<file path="src/rtl/palm_bbox_extractor_pkg.sv">
// palm_bbox_extractor_pkg: shared widths, types and FSM states for the palm bounding-box extractor
package palm_bbox_extractor_pkg;
  localparam int COORD_W = 8;
  localparam int CNT_W = 16;
  typedef logic [COORD_W-1:0] coord_t;
  typedef logic [CNT_W-1:0] cnt_t;
  typedef enum logic [1:0] {IDLE, SCAN, REPORT} state_t;
endpackage

</file>
<file path="src/rtl/palm_bbox_extractor_if.sv">
// palm_bbox_extractor_if: pixel stream in, palm geometry report out
interface palm_bbox_extractor_if;
  import palm_bbox_extractor_pkg::*;
  logic pix_valid;
  logic pix_sof;
  logic pix_fg;
  coord_t start_of_palm_r;
  coord_t start_of_palm_c;
  coord_t end_of_palm_r;
  coord_t end_of_palm_c;
  coord_t palm_width;
  coord_t palm_height;
  logic geom_valid;
  logic frame_err;
  modport master (
    output pix_valid, pix_sof, pix_fg,
    input start_of_palm_r, start_of_palm_c, end_of_palm_r, end_of_palm_c,
    input palm_width, palm_height, geom_valid, frame_err
  );
  modport slave (
    input pix_valid, pix_sof, pix_fg,
    output start_of_palm_r, start_of_palm_c, end_of_palm_r, end_of_palm_c,
    output palm_width, palm_height, geom_valid, frame_err
  );
endinterface

</file>
<file path="src/rtl/palm_bbox_extractor_accum.sv">
// palm_bbox_accum: min/max row/col and saturating foreground count over one frame
module palm_bbox_accum
  import palm_bbox_extractor_pkg::*;
(
  input  logic   clk,
  input  logic   rst,
  input  logic   init,
  input  logic   upd,
  input  logic   fg,
  input  coord_t r,
  input  coord_t c,
  output coord_t min_r,
  output coord_t min_c,
  output coord_t max_r,
  output coord_t max_c,
  output cnt_t   count
);
  coord_t b_min_r, b_min_c, b_max_r, b_max_c;
  cnt_t b_count;
  // init restarts from the empty box so the first pixel is folded in like any other
  always_comb begin
    b_min_r = init ? '1 : min_r;
    b_min_c = init ? '1 : min_c;
    b_max_r = init ? '0 : max_r;
    b_max_c = init ? '0 : max_c;
    b_count = init ? '0 : count;
  end
  always_ff @(posedge clk or posedge rst) begin
    if (rst) begin
      min_r <= '0;
      min_c <= '0;
      max_r <= '0;
      max_c <= '0;
      count <= '0;
    end else if (init || upd) begin
      min_r <= (fg && r < b_min_r) ? r : b_min_r;
      min_c <= (fg && c < b_min_c) ? c : b_min_c;
      max_r <= (fg && r > b_max_r) ? r : b_max_r;
      max_c <= (fg && c > b_max_c) ? c : b_max_c;
      count <= (fg && b_count != '1) ? b_count + CNT_W'(1) : b_count;
    end
  end
endmodule

</file>
<file path="src/rtl/palm_bbox_extractor.sv">
// palm_bbox_extractor: raster scan FSM tracking the foreground bounding box, reported once per frame
module palm_bbox_extractor
  import palm_bbox_extractor_pkg::*;
#(
  parameter int IMG_W = 160,
  parameter int IMG_H = 120,
  parameter int MIN_PIXELS = 16
) (
  input logic clk,
  input logic rst,
  palm_bbox_extractor_if.slave bus
);
  state_t state, state_n;
  coord_t row, col, row_n, col_n;
  coord_t min_r, min_c, max_r, max_c;
  cnt_t count;
  logic init, accept, last, err, ok;
  always_comb begin
    init = bus.pix_valid && bus.pix_sof && state != REPORT;
    accept = bus.pix_valid && (init || state == SCAN);
    last = accept && !init && row == coord_t'(IMG_H-1) && col == coord_t'(IMG_W-1);
    err = bus.pix_valid && ((state == SCAN && bus.pix_sof) || state == REPORT);
    ok = count >= cnt_t'(MIN_PIXELS);
    row_n = init ? '0 : (accept && col == coord_t'(IMG_W-1)) ? row + 8'd1 : row;
    col_n = init ? 8'd1 : !accept ? col : (col == coord_t'(IMG_W-1)) ? '0 : col + 8'd1;
    state_n = init ? SCAN : last ? REPORT : state == REPORT ? IDLE : state;
  end
  always_ff @(posedge clk or posedge rst) begin
    if (rst) begin
      state <= IDLE;
      row <= '0;
      col <= '0;
    end else begin
      state <= state_n;
      row <= row_n;
      col <= col_n;
    end
  end
  palm_bbox_accum u_accum (
    .clk(clk),
    .rst(rst),
    .init(init),
    .upd(accept && !init),
    .fg(bus.pix_fg),
    .r(init ? '0 : row),
    .c(init ? '0 : col),
    .min_r(min_r),
    .min_c(min_c),
    .max_r(max_r),
    .max_c(max_c),
    .count(count)
  );
  // the accumulators are final while in REPORT, so the geometry loads on the edge leaving it
  always_ff @(posedge clk or posedge rst) begin
    if (rst) begin
      bus.start_of_palm_r <= '0;
      bus.start_of_palm_c <= '0;
      bus.end_of_palm_r <= '0;
      bus.end_of_palm_c <= '0;
      bus.palm_width <= '0;
      bus.palm_height <= '0;
      bus.geom_valid <= 1'b0;
      bus.frame_err <= 1'b0;
    end else begin
      bus.geom_valid <= state == REPORT;
      bus.frame_err <= err;
      if (state == REPORT) begin
        bus.start_of_palm_r <= ok ? min_r : '0;
        bus.start_of_palm_c <= ok ? min_c : '0;
        bus.end_of_palm_r <= ok ? max_r : '0;
        bus.end_of_palm_c <= ok ? max_c : '0;
        bus.palm_width <= ok ? max_c - min_c + 8'd1 : '0;
        bus.palm_height <= ok ? max_r - min_r + 8'd1 : '0;
      end
    end
  end
endmodule

</file>
<file path="src/flat_wrapper.sv">
// flat-port wrapper written by rule: the top's interface ports become plain ports
module palm_bbox_extractor_flat import palm_bbox_extractor_pkg::*;
#(
  parameter int IMG_W = 160,
  parameter int IMG_H = 120,
  parameter int MIN_PIXELS = 16
)
  (clk, rst, bus_pix_valid, bus_pix_sof, bus_pix_fg, bus_start_of_palm_r, bus_start_of_palm_c, bus_end_of_palm_r, bus_end_of_palm_c, bus_palm_width, bus_palm_height, bus_geom_valid, bus_frame_err);
  palm_bbox_extractor_if bus_i ();
  input logic clk;
  input logic rst;
  input wire logic [$bits(bus_i.pix_valid)-1:0] bus_pix_valid;
  input wire logic [$bits(bus_i.pix_sof)-1:0] bus_pix_sof;
  input wire logic [$bits(bus_i.pix_fg)-1:0] bus_pix_fg;
  output wire logic [$bits(bus_i.start_of_palm_r)-1:0] bus_start_of_palm_r;
  output wire logic [$bits(bus_i.start_of_palm_c)-1:0] bus_start_of_palm_c;
  output wire logic [$bits(bus_i.end_of_palm_r)-1:0] bus_end_of_palm_r;
  output wire logic [$bits(bus_i.end_of_palm_c)-1:0] bus_end_of_palm_c;
  output wire logic [$bits(bus_i.palm_width)-1:0] bus_palm_width;
  output wire logic [$bits(bus_i.palm_height)-1:0] bus_palm_height;
  output wire logic [$bits(bus_i.geom_valid)-1:0] bus_geom_valid;
  output wire logic [$bits(bus_i.frame_err)-1:0] bus_frame_err;
  assign bus_i.pix_valid = bus_pix_valid;
  assign bus_i.pix_sof = bus_pix_sof;
  assign bus_i.pix_fg = bus_pix_fg;
  assign bus_start_of_palm_r = bus_i.start_of_palm_r;
  assign bus_start_of_palm_c = bus_i.start_of_palm_c;
  assign bus_end_of_palm_r = bus_i.end_of_palm_r;
  assign bus_end_of_palm_c = bus_i.end_of_palm_c;
  assign bus_palm_width = bus_i.palm_width;
  assign bus_palm_height = bus_i.palm_height;
  assign bus_geom_valid = bus_i.geom_valid;
  assign bus_frame_err = bus_i.frame_err;
  palm_bbox_extractor #(.IMG_W(IMG_W), .IMG_H(IMG_H), .MIN_PIXELS(MIN_PIXELS)) u_core (.clk(clk), .rst(rst), .bus(bus_i));
endmodule
</file>
<file path="config.mk">
export PLATFORM = sky130hd
export DESIGN_NAME = palm_bbox_extractor_flat
export DESIGN_NICKNAME = d
export VERILOG_FILES = /design/src/rtl/palm_bbox_extractor_pkg.sv /design/src/rtl/palm_bbox_extractor_if.sv /design/src/rtl/palm_bbox_extractor_accum.sv /design/src/rtl/palm_bbox_extractor.sv /design/src/flat_wrapper.sv
export SDC_FILE = /design/constraint.sdc
export NUM_CORES = 1
export LEC_CHECK = 0
export ABC_AREA = 1
export BUFFER_PORTS_ARGS = -buffer_cell sky130_fd_sc_hd__buf_2
export CAP_MARGIN = 0
export CORE_MARGIN = 2
export CORE_UTILIZATION = 50
export CTS_CLUSTER_SIZE = 25
export DETAILED_ROUTE_END_ITERATION = 8
export PLACE_DENSITY = 0.82
export SLEW_MARGIN = 10
export SYNTH_ARGS = -nofsm -noshare
export SYNTH_HDL_FRONTEND = slang
export SYNTH_HIERARCHICAL = 1
export SYNTH_SLANG_ARGS = --single-unit
export TNS_END_PERCENT = 10
</file>
<file path="constraint.sdc">
create_clock -name clk -period 2.6 [get_ports clk]
set_input_delay 0.26 -clock clk [delete_from_list [all_inputs] [get_ports clk]]
set_output_delay 0.26 -clock clk [all_outputs]
set_load 0.005 [all_outputs]
</file>
==> flow_summary.ini, run 1 <==
[status]
status = finished clean

[placed_design]
dp_hpwl_um = 13320
place_area_um2 = 8149
numPortBuffers = 54
place_ws_ps = 7.361
gp_congestion = 0.9470

[worst_setup_path]
worstSetupEndpointType = register
slowest_stage = dfrtp_1
critical-path-top-cell-by-count = nand2_1
rr_worst_depth = 16
cp-start-kind = register
r2r-start = u_core/state[0]$_DFFE_PP0P_
worstPathRequired_ps = 2910
arrival_ps = 2750
cp_cell_sequence = inv_2 -> nand2_4 -> nand3_2 -> clkinv_2 -> buf_4 -> nor2_2 -> ha_1 -> nand2_1 -> nand2_1 -> nor2_1 -> nand2_1 -> a31oi_2 -> buf_4 -> nand3_1 -> nand3_1 -> nand2_1
max_stage_delay_ps = 410
r2r_end = u_core/u_accum/min_c[3]$_DFFE_PP0P_
critPathMaxFanout = 10
reg2reg_slack_ps = 160
path_class = reg -> reg

[clock_tree]
path_clk_slew_ps = 50
clock_latency_ps = 420
h-tree-depth = 4
cts_buffers = 17
clock-sinks = 116
clock_path_buffers = 2
cts_tree = done
root_buffer = clkbuf_16

[worst_hold_path]
hold_start = bus_pix_valid
hold_class = in -> reg
holdPathStages = 3
hold_end = u_core/bus.frame_err$_DFF_PP0_

[floorplan]
start_util = 0.5172
num_rows = 44
ios = 55
die_y_um = 127.1
core-area_um2 = 14640
die-area_um2 = 16150
chipWidth_um = 127.1

[final_layout]
syn2layout_area_growth_pct = 16.88
drive_above_1_share = 0.1357
num_antenna_cells = 0
layout.nets = 1210
fin_area_um2 = 8852

[grt]
grt_max_degree = 69
grt_pass1_vias = 6801
overflow = 0
grt_pass1_wl_um = 31790
antenna_found_initial = 0
grt_util_all_layers = 0.2421

[detailed_routing]
wl_met3_um = 1152
via_per_inst = 5.294
drc_errors = 0
met1_length_um = 8250
wl_per_cell_um = 14.01
vias = 7099
routed_wl_um = 18790
firstDrtPassIters = 5
drt_iter0_markers = 530
top_layer = met4
ant_nets = 0
wl_met2_um = 9063

[synth]
synth_top_cell_by_area = dfrtp_1
ys_top_cells_by_count = nand2_1 (404), inv_1 (132), dfrtp_1 (116)
syn_avg_cell_area_um2 = 7.071
syn_inst = 1071
synth_area_leaders = dfrtp_1 (38%), nand2_1 (20%), ha_1 (9.7%), nand3_1 (6.8%), inv_1 (6.5%)
synthFlopType = dfrtp_1
synth_cell_types = 38
ys_seq_area_frac = 0.3833
synth_area_um2 = 7574
yosys.area.top_type_share = 0.3833
synth.net_count = 1137
yosysMostFrequentCell = nand2_1
synth_edf_count = 0
ys.warnings.count = 6
async_flop_share = 1.000
synth-seq-cells = 116

[power_and_ir_drop]
p_leak_nw = 4.930
total_power_w = 0.006990
peakVddDrop_mv = 0.4438
p_per_area_nw_per_um2 = 789.6

[timing]
tightest_slew_ps = 521.3
final-hold-violation-count = 0
fin_crit_sh = 0.9398
fmax_mhz = 409.3
rsz0062_at_grt = yes
setup_viol = 0
finalCriticalPeriod_ps = 2443
relSlewSlack = 0.6525
fin_hold_ws_ps = 99.90
worst_slack_ps = 156.6
skew_ps = 10.04
drv_slew = 0

[flow_run]
maxCapViolations = 0
[critical path, delay by kind of cell, from the launching register on]
family	cells	cell delay, ps
AO/OA/AOI/OAI	1	180
AND/OR/NAND/NOR	10	810
flip-flops	1	410
adder cells (fa/ha/maj)	1	290
buffers and inverters	4	630
[worst max-delay path by stage]
stage / startpoint / to / cells past startpoint
6_report: u_core/state[0]$_DFFE_PP0P_ / u_core/u_accum/min_c[3]$_DFFE_PP0P_ / 16
5_1_grt: u_core/state[0]$_DFFE_PP0P_ / u_core/u_accum/min_c[0]$_DFFE_PP0P_ / 14
4_1_cts: u_core/state[0]$_DFFE_PP0P_ / u_core/u_accum/max_r[0]$_DFFE_PP0P_ / 15
3_5_place_dp: u_core/state[0]$_DFFE_PP0P_ / u_core/u_accum/max_r[0]$_DFFE_PP0P_ / 15
2_1_floorplan: u_core/state[0]$_DFFE_PP0P_ / u_core/u_accum/min_c[5]$_DFFE_PP0P_ / 18
3_3_place_gp: u_core/state[0]$_DFFE_PP0P_ / u_core/u_accum/max_r[6]$_DFFE_PP0P_ / 15
[cell usage in the layout, fill, tap and decap left out, types with 21 or more instances in the layout]
cell,count
ha_1,58
nand2_1,400
dfrtp_1,116
nor2_1,89
o21ai_0,41
inv_1,129
buf_2,54
a21oi_1,21
buf_4,22
nand3_1,103
[through the flow]
step                      cells  TNS, ps    util
after floorplan            1071   -542.1       -
after global placement     1305        0  0.5565
after detailed placement   1305        0  0.5565
after CTS                  1338        0  0.6002
after global routing       1341   -131.3  0.6045
final                      1341        0  0.6045
[logic make-up after synthesis]
| kind of cell | share of synthesized area |
|---|---|
| and+or+nand+nor | 0.3592 |
| buffers and inverters | 0.08574 |
| DFF | 0.3833 |
| AOI/OAI and AO/OA | 0.05749 |
| adders and majority gates | 0.1028 |
| xor gates and xnor gates | 0.01157 |
[metal layers]
metal | up-vias | global-route usage
met1 | 3301 | 0.3086
met5 | - | 0
li1 | 3525 | -
met4 | 0 | 0.08597
met2 | 241 | 0.4130
met3 | 32 | 0.04648
[state kept, by name, summed over array words and instances, names as in the netlist, 2 cells and up]
name / cells
u_core/u_accum/max_r: 8
u_core/bus.palm_height: 8
u_core/bus.end_of_palm_c: 8
u_core/state: 2
u_core/u_accum/count: 16
u_core/u_accum/min_c: 8
u_core/row: 8
u_core/bus.start_of_palm_r: 8
u_core/u_accum/max_c: 8
u_core/u_accum/min_r: 8
u_core/bus.end_of_palm_r: 8
u_core/bus.palm_width: 8
u_core/bus.start_of_palm_c: 8
u_core/col: 8
[where the power goes]
| group | leakage (nW) | internal (W) | switching [W] |
|---|---|---|---|
| Clock | 0.298 | 0.00161 | 0.000896 |
| Sequential | 1.56 | 0.00197 | 0.000207 |
| Combinational | 3.07 | 0.000869 | 0.00143 |
[repair_timing]
action                     in CTS  in global routing
hold buffers                    1                  0
pin swaps                       0                  0
resized for setup               1                 13
setup endpoints to repair       5                 33
setup buffers                   0                  3
hold endpoints to repair       87                  0
[layout make-up]
cell class | instances | area, um2
Sequential cell | 116 | 2903
Fill cell | 1268 | 5792
Tap cell | 184 | 230.2
Clock inverter | 14 | 200.2
Timing Repair Buffer | 80 | 505.5
Multi-Input combinational cell | 793 | 4070
Inverter | 136 | 514.2
Clock buffer | 18 | 429.2
Power figures use the tool's default switching activity.
==> inputs of run 2 (changes only) <==
BUFFER_PORTS_ARGS = -buffer_cell sky130_fd_sc_hd__buf_4   (was -buffer_cell sky130_fd_sc_hd__buf_2)
==> run 2 against run 1 <==
  * The flow now finishes with violations (DRC, setup timing)
  * Hold slack improved by 12 ps
  * Combinational power rose by 2%
  * Highest routed layer unchanged
  * Sequential power barely moved
  * Via count rose by 1.2%
  * Clock skew fell by 3.5 ps
  * Total power fell by 0.36%
  * Critical endpoint is now u_core/u_accum/min_r[4]$_DFFE_PP0P_
  * Worst setup slack got worse by 170 ps
  * Utilization rose by 2.5 points
==> flow_summary.ini, run 2 (same netlist as run 1, synthesis figures left out) <==
[timing]
skew_ps = 6.551
setup_viol = 2
finalCriticalPeriod_ps = 2614
fmax_mhz = 382.5
relSlewSlack = 0.5608
final-hold-violation-count = 0
tightest_slew_ps = 657.8
rsz0062_at_grt = yes
worst_slack_ps = -14.35
drv_slew = 0
fin_crit_sh = 1.006
tns_ps = -24.57

[grt]
grt_max_degree = 52
grt_pass1_wl_um = 31910
overflow = 0
antenna_found_initial = 0
grt_pass1_vias = 6917
grt_util_all_layers = 0.2444

[final_layout]
fin_util = 0.6290
largest_reg_flops = 16
layout.nets = 1216
drive_above_1_share = 0.1582
fin_area_um2 = 9211
largest_register = u_core/u_accum/count
num_antenna_cells = 0
layout_common_cells = nand2_1 (400), inv_1 (127), dfrtp_1 (116)
syn2layout_area_growth_pct = 21.63
layout_commonest_cell = nand2_1

[worst_hold_path]
hold_start = bus_pix_valid
hold_class = in -> reg

[detailed_routing]
wl_per_cell_um = 14.80
drc_errors = 1
vias = 7182
via_per_inst = 5.332
firstDrtPassIters = 7
routed_wl_um = 19940
drt_iter0_markers = 647
ant_nets = 0

[floorplan]
chipWidth_um = 127.1
start_util = 0.5172
core-area_um2 = 14640
die_y_um = 127.1
ios = 55
num_rows = 44
die-area_um2 = 16150

[status]
violations = DRC, setup timing
status = complete, but fails checks

[clock_tree]
root_buffer = clkbuf_16
clock_latency_ps = 420
path_clk_slew_ps = 60
cts_buffers = 17
clock_path_buffers = 2
h-tree-depth = 4
cts_tree = done
clock-sinks = 116

[power_and_ir_drop]
p_leak_nw = 4.982
peakVddDrop_mv = 0.4547
p_per_area_nw_per_um2 = 756.1

[worst_setup_path]
worstPathRequired_ps = 2910
critPathMaxFanout = 6
worstSetupEndpointType = register
arrival_ps = 2920
path_class = reg -> reg
startpoint = u_core/state[0]$_DFFE_PP0P_
reg2reg_slack_ps = -10
r2r-start = u_core/state[0]$_DFFE_PP0P_
cp-start-kind = register

[placed_design]
gp_congestion = 0.9117
place_ws_ps = 150.5
numPortBuffers = 54
dp_hpwl_um = 13470
place_area_um2 = 8274

[flow_run]
maxCapViolations = 0
-- run 2: cell count changes in the layout (fill, tap and decap cells not counted), moves of 3 or more --
cell / previous run / this run
buf_2: 54 / 0
buf_4: 22 / 73
nor2_1: 89 / 72
nor2_2: 10 / 22
nor2_4: 4 / 10
buf_6: 0 / 4
clkbuf_16: 17 / 20
clkinvlp_4: 3 / 6
-- run 2: worst max-delay path, stage by stage (launching register included) --
cell and delay (ps):
dfrtp_1 420, inv_2 80, nand2_4 40, nand3_2 90
clkinvlp_4 210, buf_12 210, nor2_2 210, ha_4 260
nand2_1 80, nand2_1 60, nor2_1 110, nand2_1 90
a31oi_4 250, buf_4 170, nand3_1 70, nand3_1 90
nand2_1 50
-- run 2: where the power goes --
group / internal [W] / leakage (nW) / switching (W)
clock: 0.00160 / 0.285 / 0.000851
sequential: 0.00198 / 1.56 / 0.000206
combinational: 0.000896 / 3.14 / 0.00144
-- run 2: through the flow --
| stage | hold slack, ps | total power, W | cells |
|---|---|---|---|
| after detailed placement | 354.6 | 0.004361 | 1302 |
| after floorplan | 363.3 | 0.003822 | 1071 |
| after global placement | 349.8 | 0.004291 | 1302 |
| after global routing | 109.4 | 0.007427 | 1347 |
| after CTS | 97.84 | 0.006849 | 1335 |
| final | 111.9 | 0.006964 | 1347 |
-- run 2: layer usage --
layer | wire, um | part of all wire | GRT usage
met1 | 8381 | 0.42 | 0.2996
met4 | 364 | 0.018 | 0.08597
met3 | 1283 | 0.064 | 0.05360
met2 | 9913 | 0.50 | 0.4263
met5 | 0 | 0 | 0
-- run 2: path summary, 6_finish.rpt --
| kind | depth (start not counted) | to |
|---|---|---|
| min | 3 | u_core/bus.frame_err$_DFF_PP0_ |
| min reg2reg | 2 | u_core/bus.palm_width[1]$_DFFE_PP0N_ |
| min in group asynchronous | 3 | u_core/u_accum/max_r[6]$_DFFE_PP0P_ |
| max in group asynchronous | 4 | u_core/u_accum/max_c[3]$_DFFE_PP0P_ |
| max reg2reg | 16 | u_core/u_accum/min_r[4]$_DFFE_PP0P_ |
| max | 16 | u_core/u_accum/min_r[4]$_DFFE_PP0P_ |
-- run 2: repair_timing --
item,CTS,global route
buffers inserted,0,8
endpoints found under the setup margin,0,32
hold buffers,1,0
endpoints found under the hold margin,51,0
gates resized for setup,0,53
-- run 2: layout make-up --
type / instances / area (um2)
fill: 1232 / 5433
multi-input combinational: 794 / 4187
sequential: 116 / 2903
timing repair buffer: 85 / 758.2
inverter: 136 / 519.2
clock buffer: 19 / 432.9
tap: 184 / 230.2
clock inverter: 13 / 181.4
